==> src/rtl/round_timer_ctrl.sv <==
// Round sequencer for the whack-a-mole game: steers the external seconds counter
// through the READY countdown, the timed PLAY window, PAUSE and DONE on the 1 Hz clock.
module round_timer_ctrl #(
  parameter int ROUND_SECS = 30,
  parameter int READY_SECS = 3
) (
  input  logic       clk_1hz,
  input  logic       rst_n,
  input  logic       i_start,
  input  logic       i_pause_req,
  input  logic       i_abort,
  input  logic [5:0] i_sec,
  output logic       o_cnt_enable,
  output logic       o_cnt_clear,
  output logic [1:0] o_ready_cnt,
  output logic [5:0] o_time_left,
  output logic       o_play_active,
  output logic       o_round_done,
  output logic [7:0] o_round_count,
  output logic [2:0] o_state
);

  typedef enum logic [2:0] {
    S_IDLE  = 3'd0,
    S_READY = 3'd1,
    S_PLAY  = 3'd2,
    S_PAUSE = 3'd3,
    S_DONE  = 3'd4
  } state_t;

  localparam logic [5:0] ROUND_LEN  = 6'(ROUND_SECS);
  localparam logic [5:0] LAST_SEC   = 6'(ROUND_SECS - 1);
  localparam logic [1:0] READY_LEN  = 2'(READY_SECS);
  localparam logic       SKIP_READY = (READY_SECS == 0);

  state_t     r_state, w_state_next;
  logic [1:0] r_ready_cnt, w_ready_cnt_next;
  logic [7:0] r_round_count, w_round_count_next;
  logic       r_start_d, r_pause_d;
  logic       w_start_rise, w_pause_rise, w_round_end;

  assign w_start_rise = i_start & ~r_start_d;
  assign w_pause_rise = i_pause_req & ~r_pause_d;
  // The counter steps to ROUND_SECS on the same edge that moves us into DONE.
  assign w_round_end  = (r_state == S_PLAY) && (i_sec == LAST_SEC);

  always_ff @(posedge clk_1hz or negedge rst_n) begin
    if (!rst_n) begin
      r_state       <= S_IDLE;
      r_ready_cnt   <= 2'd0;
      r_round_count <= 8'd0;
      r_start_d     <= 1'b0;
      r_pause_d     <= 1'b0;
    end else begin
      r_state       <= w_state_next;
      r_ready_cnt   <= w_ready_cnt_next;
      r_round_count <= w_round_count_next;
      r_start_d     <= i_start;
      r_pause_d     <= i_pause_req;
    end
  end

  always_comb begin
    w_state_next       = r_state;
    w_ready_cnt_next   = r_ready_cnt;
    w_round_count_next = r_round_count;
    o_cnt_enable       = 1'b0;
    o_cnt_clear        = 1'b0;
    o_time_left        = ROUND_LEN;

    if (i_abort) begin
      w_state_next     = S_IDLE;
      w_ready_cnt_next = 2'd0;
    end else begin
      case (r_state)
        S_IDLE, S_DONE: begin
          if (w_start_rise) begin
            if (SKIP_READY) begin
              w_state_next     = S_PLAY;
              w_ready_cnt_next = 2'd0;
            end else begin
              w_state_next     = S_READY;
              w_ready_cnt_next = READY_LEN;
            end
          end
        end
        S_READY: begin
          if (r_ready_cnt <= 2'd1) begin
            w_state_next     = S_PLAY;
            w_ready_cnt_next = 2'd0;
          end else begin
            w_ready_cnt_next = r_ready_cnt - 2'd1;
          end
        end
        S_PLAY: begin
          if (w_round_end) begin
            w_state_next = S_DONE;
            if (r_round_count != 8'hFF) begin
              w_round_count_next = r_round_count + 8'd1;
            end
          end else if (w_pause_rise) begin
            w_state_next = S_PAUSE;
          end
        end
        S_PAUSE: begin
          if (w_pause_rise) begin
            w_state_next = S_PLAY;
          end
        end
        default: begin
          w_state_next     = S_IDLE;
          w_ready_cnt_next = 2'd0;
        end
      endcase
    end

    // Moore decode: the counter sees these on the same edge the FSM moves.
    case (r_state)
      S_IDLE, S_READY: begin
        o_cnt_clear = 1'b1;
        o_time_left = ROUND_LEN;
      end
      S_PLAY, S_PAUSE: begin
        o_cnt_enable = (r_state == S_PLAY);
        o_time_left  = (i_sec >= ROUND_LEN) ? 6'd0 : (ROUND_LEN - i_sec);
      end
      S_DONE: begin
        o_time_left = 6'd0;
      end
      default: begin
        o_cnt_clear = 1'b1;
      end
    endcase
  end

  assign o_ready_cnt   = r_ready_cnt;
  assign o_round_count = r_round_count;
  assign o_play_active = (r_state == S_PLAY);
  assign o_round_done  = (r_state == S_DONE);
  assign o_state       = r_state;

endmodule

==> config.mk <==
export PLATFORM = sky130hd
export DESIGN_NAME = round_timer_ctrl
export DESIGN_NICKNAME = d
export VERILOG_FILES = /design/src/rtl/round_timer_ctrl.sv
export SDC_FILE = /design/constraint.sdc
export NUM_CORES = 1
export LEC_CHECK = 0
export CAP_MARGIN = 20
export CORE_UTILIZATION = 45
export CTS_BUF_LIST = sky130_fd_sc_hd__clkbuf_8
export CTS_CLUSTER_DIAMETER = 40
export CTS_CLUSTER_SIZE = 40
export DETAILED_ROUTE_END_ITERATION = 8
export GPL_TIMING_DRIVEN = 0
export PLACE_DENSITY = 0.81
export SLEW_MARGIN = 40
export SYNTH_ARGS = -nofsm -noshare
export SYNTH_HDL_FRONTEND = slang
export SYNTH_SLANG_ARGS = --single-unit
==> constraint.sdc <==
create_clock -name clk_1hz -period 2.1 [get_ports clk_1hz]
set_clock_uncertainty 0.15 [all_clocks]
set_input_delay 0.42 -clock clk_1hz [delete_from_list [all_inputs] [get_ports clk_1hz]]
set_output_delay 0.42 -clock clk_1hz [all_outputs]
set_load 0.1 [all_outputs]
==> results of run 1 <==
layer usage:
layer | GRT usage | part of all wire | vias up
met5 | 0 | 0 | -
met4 | 0.122 | 0.012 | 0
met3 | 0.0566 | 0.059 | 3
met2 | 0.367 | 0.50 | 44
met1 | 0.295 | 0.43 | 455
li1 | - | - | 443
worst register-to-register path, delay by kind of cell (launching register included):
kind | cells | cell delay [ns]
xor+xnor | 1 | 0.14
buf+inv | 1 | 0.15
flops | 1 | 0.50
simple gates | 3 | 1.02
cell families after synthesis:
group           after synthesis
buf+inv                      12
compound gates               20
xor+xnor                      8
flops                        15
mux                           1
simple gates                 39
fa+ha+maj                     4
how the worst max path moves through the flow:
stage / endpoint / cells past startpoint / from / slack [ns]
6_report: o_time_left[3] / 5 / o_state[1]$_DFFE_PN0P_ / -0.07
5_1_grt: o_time_left[5] / 5 / o_state[2]$_DFFE_PN0P_ / -0.12
4_1_cts: o_time_left[5] / 5 / o_state[2]$_DFFE_PN0P_ / -0.07
3_5_place_dp: o_time_left[5] / 7 / i_sec[0] / -0.70
3_3_place_gp: o_time_left[5] / 7 / i_sec[0] / -1.37
2_1_floorplan: o_cnt_clear / 4 / o_state[1]$_DFFE_PN0P_ / -0.83
synthesized netlist by cell type, drive strengths merged, types with 2 or more instances:
cell	count	area [um2]
buf	2	18.8
ha	4	50.1
a31oi	2	12.5
nor4b	3	41.3
o21ai	9	45.0
xor2	6	52.6
a21o	2	15.0
a21oi	4	20.0
inv	9	33.8
nand2	5	18.8
dfrtp	15	375
xnor2	2	25.0
nand2b	2	12.5
nor2	8	30.0
nor3	5	25.0
nand3	6	30.0
nor4	3	18.8
layout make-up:
type                       count  share of cell area
multi-input combinational     72               0.414
sequential                    15               0.248
timing repair buffer          43               0.234
buffer                         2              0.0284
clock buffer                   3              0.0260
inverter                       9              0.0252
tap                           27              0.0213
clock inverter                 1             0.00315
per-stage QoR:
step	std cells	area (um2)	setup TNS, ns	total power (uW)	util
CTS	170	1550	-0.277	1010	0.789
finish	172	1590	-0.336	1020	0.809
floorplan	99	1050	-5.05	623	-
detailed placement	159	1290	-6.08	694	0.660
global placement	159	1410	-12.30	716	0.719
global route	172	1590	-0.581	1060	0.809
power by group through the flow:
stage / clock (uW) / sequential [uW] / combinational [uW]
after detailed placement: 0 / 323 / 372
after CTS: 245 / 324 / 437
final: 249 / 324 / 449
after floorplan: 0 / 403 / 220
after global routing: 269 / 326 / 470
after global placement: 0 / 322 / 394
what timing repair did:
item | CTS | global route
endpoints found under the hold margin | 0 | 0
setup buffers | 8 | 2
pin swaps | 5 | 3
gates resized for setup | 52 | 10
endpoints found under the setup margin | 13 | 11
hold buffers | 0 | 0
registers in the layout, indices dropped and copies added (netlist names):
| register | cells |
|---|---|
| o_round_count | 8 |
| o_state | 3 |
| o_ready_cnt | 2 |
| r_pause_d | 1 |
| r_start_d | 1 |
==> run_results.csv, run 1 <==
group,metric,value,unit
pwr,share_comb_of_total_power,0.440,
finish,final_layout_size_suffix_gt1_frac,0.517,
hold_path,timing.hold.worst_path_depth,1,
clock_network,clockBufferDepth,2,
timing,finalSetupViolations,6,
detailed_routing,final_antenna_net_count,0,
logic_synthesis,share_of_synthesized_area_spent_on_multiplexers,0.0120,
logic_synthesis,synth_sequential_area_ratio,0.400,
detailed_routing,drt_iter0_markers,36,
critical_path,worst_path_cell_trace,"clkbuf_16 -> nor2b_4 -> or2_4 -> o21ai_2 -> buf_12",
floorplan,dieArea,0.00227,mm2
timing,max-slew-margin-rel,0.541,
global_route,maximum_number_of_pins_on_one_net_before_global_route_repair,16,
run,maxCapViolCount,0,
global_route,globalRoute.totalOverflow,0,
hold_path,min_delay_worst_endpoint,"o_round_count[7]$_DFFE_PN0P_",
finish,fill_cells,130,
logic_synthesis,syn_inst,99,
critical_path,worst-endpoint-arrival,1.60,ns
logic_synthesis,async_sr_flop_fraction,1.00,
critical_path,cp.buffers_inverters,2,
timing,rsz0062_at_grt,"true",
finish,mostFrequentLayoutCell,"buf_2",
floorplan,die_height,47.7,um
pwr,power_per_cell_area,644,mW/mm2
global_route,global_route.usage.total,0.233,
place,dp.final_hpwl,1520,um
detailed_routing,wl_per_cell,14.3,um
logic_synthesis,synth_compound_gate_area_share,0.127,
finish,insertedDiodeCount,0,
timing,highest_achievable_clock_rate,461,MHz
clock_network,cts_sinks,15,
timing,layout_min_cycle_time,2.17,ns
critical_path,startpoint_type,"flip-flop",
critical_path,rr_worst_depth,5,
logic_synthesis,yosys.area_share.xor_xnor,0.0827,
status,violations,"negative setup slack",
detailed_routing,routed-via-count,945,
floorplan,die_x,47.7,um
detailed_routing,wl,2450,um
hold_path,worstHoldPathType,"reg -> reg",
logic_synthesis,synth_cell_types,33,
critical_path,gate_family_responsible_for_the_most_delay_along_the_worst_path,"flip-flops",
floorplan,ioPinCount,34,
logic_synthesis,yosysWarnings,0,
pwr,power.internal,583,uW
place,gp_congestion,0.725,
timing,final_period_util,1.03,
finish,register_area,394,um2
global_route,grt_antenna_before_repair,0,
floorplan,floorplan.initialDensity,0.478,
clock_network,clkLatencyLatePin,0.26,ns
hold_path,timing.hold.worst.start,"o_round_count[7]$_DFFE_PN0P_",
critical_path,slowest_delay,0.49,ns
status,outcome,"complete, but fails checks",
detailed_routing,post_drt_via_cell_ratio,5.49,
pwr,switching_share,0.429,
logic_synthesis,synth_nets,114,
clock_network,cts_inserted_buffers,3,
logic_synthesis,synthAdderAreaFrac,0.0533,
clock_network,cts_max_level,1,
logic_synthesis,syn-mean-instance-area,9.48,um2
critical_path,cp_max_fo,5,
logic_synthesis,ys_seq_elements,15,
critical_path,timing.rr.end,"o_round_count[6]$_DFFE_PN0P_",
clock_network,tritoncts_clock_tree,"built",
pwr,clock_network_power_share,0.243,
logic_synthesis,synth_top_family_by_area,"simple AND/OR/NAND/NOR gates",
finish,final_cell_mix,"15 x buf_2, 11 x buf_4, 7 x inv_1, 7 x buf_12",
timing,hold_violations,0,
logic_synthesis,dominantRegCellSynth,"dfrtp_1",
critical_path,critPathRequiredTime,1.53,ns
timing,worstMarginPinSlew,0.687,ns
timing,final_max_slew_viol_count,0,
detailed_routing,detail_route.first_pass.iterations,6,
logic_synthesis,synth-edff-count,0,
timing,hold_ws,0.344,ns
critical_path,worst_setup_end_kind,"output pin",
floorplan,core.rowCount,16,
global_route,grt_pass1_vias,781,
timing,final_worst_slack,-0.0689,ns
pwr,power.share.sequential,0.317,
critical_path,timing_worst_setup_path_type,"reg -> out",
pwr,vdd_drop_max,679,uV
pwr,cellLeakagePower,0.000748,uW
logic_synthesis,syn_area,938,um2
place,portBuffers,33,
finish,area_of_the_multi_input_gates,657,um2
floorplan,core-area,0.00196,mm2
finish,flow.area_growth_from_synthesis,69.2,%
pwr,switching_power,439,uW
logic_synthesis,yosys.area_share.simple,0.265,
clock_network,path_clk_slew,0.07,ns
finish,nNetsFinal,161,
critical_path,crit-reg2reg-launch,"o_state[2]$_DFFE_PN0P_",
place,setup_slack_placement,-0.703,ns
critical_path,critPathSlowestCell,"dfrtp_4",
detailed_routing,post-route-drc-count,0,
critical_path,reg2reg_setup_slack,0.04,ns
clock_network,clockRootBuffer,"clkbuf_8",
global_route,grt_first_pass_wirelength,3560,um
No activity file was read; power rests on OpenSTA's default activity.
==> run 2: changes to the inputs <==
==> constraint.sdc (replaced) <==
create_clock -name clk_1hz -period 2.46 [get_ports clk_1hz]
set_clock_uncertainty 0.15 [all_clocks]
set_input_delay 0.492 -clock clk_1hz [delete_from_list [all_inputs] [get_ports clk_1hz]]
set_output_delay 0.492 -clock clk_1hz [all_outputs]
set_load 0.1 [all_outputs]
==> run 2 against run 1 <==
The flow now finishes without violations; power fell by 21%; non-clock buffer count fell by 7; worst hold slack got worse by 0.0021 ns; global-route usage fell by 2.5 points; final cell count fell by 4.1%; largest power group unchanged; sequential power fell by 16%; clock power fell by 20%; sequential share of layout area rose by 2.3 points; first-iteration DRC count fell by 61%; sequential cell count did not move; register-to-register slack improved by 0.37 ns; combinational power fell by 25%.
==> run_results.csv, run 2 (synthesized netlist as in run 1, its figures left out) <==
group,metric,value,unit
status,outcome,"finished clean",
detailed_routing,post_drt_via_cell_ratio,5.19,
timing,final_max_slew_viol_count,0,
pwr,power.internal,458,uW
clock_network,clockRootBuffer,"clkbuf_8",
floorplan,core-area,0.00196,mm2
pwr,design_power_total,805,uW
clock_network,tritoncts_clock_tree,"built",
critical_path,cp_max_fo,4,
detailed_routing,routed-via-count,857,
detailed_routing,post-route-drc-count,0,
timing,setup_total_negative_slack,0,ns
global_route,grt_pass1_vias,783,
finish,final_cell_mix,"16 x buf_2, 12 x dfrtp_1, 8 x inv_1",
clock_network,cts_inserted_buffers,3,
run,maxCapViolCount,0,
place,numPlacedInstances,159,
pwr,switching_share,0.432,
finish,final_layout_size_suffix_gt1_frac,0.406,
finish,largest_register_ff_count,8,
global_route,maximum_number_of_pins_on_one_net_before_global_route_repair,16,
finish,nNetsFinal,154,
floorplan,core.rowCount,16,
critical_path,worst_path_cell_trace,"dlygate4sd2_1 -> ha_1 -> nor2_2 -> o21ai_4 -> buf_4 -> nor4_4 -> buf_6",
global_route,grt_first_pass_wirelength,3340,um
critical_path,critPathSlowestCell,"dlygate4sd2_1",
floorplan,floorplan.initialDensity,0.478,
finish,fill_cells,145,
finish,flow.area_growth_from_synthesis,52.1,%
global_route,grt_antenna_before_repair,0,
pwr,switching_power,348,uW
floorplan,ioPinCount,34,
critical_path,timing_worst_setup_path_type,"in -> out",
timing,hold_violations,0,
clock_network,path_clk_slew,0.06,ns
finish,mostFrequentLayoutCell,"buf_2",
clock_network,cts_max_level,1,
detailed_routing,detail_route.first_pass.iterations,4,
global_route,global_route.usage.total,0.208,
floorplan,die_x,47.7,um
timing,highest_achievable_clock_rate,415,MHz
finish,count_of_placed_standard_cells_in_the_final_layout_fillers_left_out,165,
pwr,cellLeakagePower,0.000704,uW
timing,worstMarginPinSlew,0.681,ns
clock_network,cts_sinks,15,
timing,max-slew-margin-rel,0.544,
pwr,power.share.sequential,0.337,
place,dp.final_hpwl,1560,um
detailed_routing,final_antenna_net_count,0,
detailed_routing,drt_iter0_markers,14,
global_route,globalRoute.totalOverflow,0,
clock_network,clkLatencyLatePin,0.25,ns
critical_path,slowest_delay,0.29,ns
timing,finalSetupViolations,0,
critical_path,cp.buffers_inverters,3,
critical_path,critPathRequiredTime,1.82,ns
timing,layout_min_cycle_time,2.41,ns
clock_network,clockBufferDepth,2,
floorplan,dieArea,0.00227,mm2
timing,hold_ws,0.342,ns
critical_path,worst-endpoint-arrival,1.77,ns
timing,rsz0062_at_grt,"true",
finish,insertedDiodeCount,0,
finish,area_of_the_multi_input_gates,619,um2
pwr,power_per_cell_area,564,mW/mm2
floorplan,die_height,47.7,um
critical_path,startpoint_type,"input pin",
critical_path,gate_family_responsible_for_the_most_delay_along_the_worst_path,"buffers and inverters",
pwr,clock_network_power_share,0.245,
pwr,share_comb_of_total_power,0.417,
pwr,vdd_drop_max,424,uV
place,gp_congestion,0.793,
hold_path,worstHoldPathType,"reg -> reg",
detailed_routing,wl_per_cell,13.1,um
place,portBuffers,33,
detailed_routing,wl,2160,um
critical_path,worst_setup_end_kind,"output pin",
clock_network,cts_hold_buf,0,
finish,register_area,387,um2
timing,final_period_util,0.978,
-- run 2: cell types whose count changed in the layout (fill, tap and decap cells not counted), moves of 2 or more --
cell	change
clkdlybuf4s50_1	+2
o21ai_2	+2
buf_6	+4
dfrtp_2	-6
dfrtp_1	+6
buf_4	-7
dlygate4sd2_1	-2
dlymetal6s2s_1	+2
o21ai_4	-2
buf_12	-6
-- run 2: path summary, 6_finish.rpt --
check | slack (ns) | cells after the start | from | endpoint
max in group asynchronous | 1.15 | 1 | rst_n | o_state[2]$_DFFE_PN0P_
max reg2reg | 0.41 | 5 | o_state[0]$_DFFE_PN0P_ | o_round_count[6]$_DFFE_PN0P_
min reg2reg | 0.34 | 1 | o_round_count[7]$_DFFE_PN0P_ | o_round_count[7]$_DFFE_PN0P_
max | 0.05 | 7 | i_sec[1] | o_time_left[5]
min in group asynchronous | 0.51 | 1 | rst_n | o_ready_cnt[0]$_DFFE_PN0P_
min | 0.34 | 1 | o_round_count[7]$_DFFE_PN0P_ | o_round_count[7]$_DFFE_PN0P_
-- run 2: per-layer routing --
metal	GRT usage	wire length, um	vias up
met2	0.397	1160	26
met3	0.0226	86	0
met1	0.237	917	406
li1	-	-	425
met4	0.0722	0	0
met5	0	0	-
-- run 2: metrics by stage --
stage / setup WS, ns / utilization / instance area [um2]
after detailed placement: -0.583 / 0.648 / 1270
after global placement: -1.26 / 0.707 / 1390
after global routing: -0.0197 / 0.728 / 1430
final: 0.0529 / 0.728 / 1430
after floorplan: -0.541 / - / 1020
after CTS: 0.00132 / 0.707 / 1390
-- run 2: power by group through the flow --
stage | Sequential, uW | Combinational [uW] | Clock [uW]
detailed placement | 276 | 312 | 0
finish | 272 | 336 | 198
global placement | 275 | 331 | 0
CTS | 271 | 329 | 205
global route | 274 | 353 | 210
floorplan | 343 | 181 | 0
-- run 2: worst register-to-register path: cells and delay by family (launching register included) --
kind,cells,cell delay [ns]
xor gates and xnor gates,1,0.14
and+or+nand+nor,3,1.02
buffers and inverters,1,0.15
DFF,1,0.47
-- run 2: area by class of cell --
type / instances / share of cell area
timing repair buffer: 35 / 0.191
clock buffer: 3 / 0.0289
tap: 27 / 0.0237
inverter: 9 / 0.0263
multi-input combinational: 72 / 0.434
sequential: 15 / 0.271
buffer: 3 / 0.0228
clock inverter: 1 / 0.00263
-- run 2: what timing repair did --
action,in CTS,in global routing
setup endpoints to repair,6,6
buffers inserted,0,2
resized for setup,24,6
pin swaps,1,3
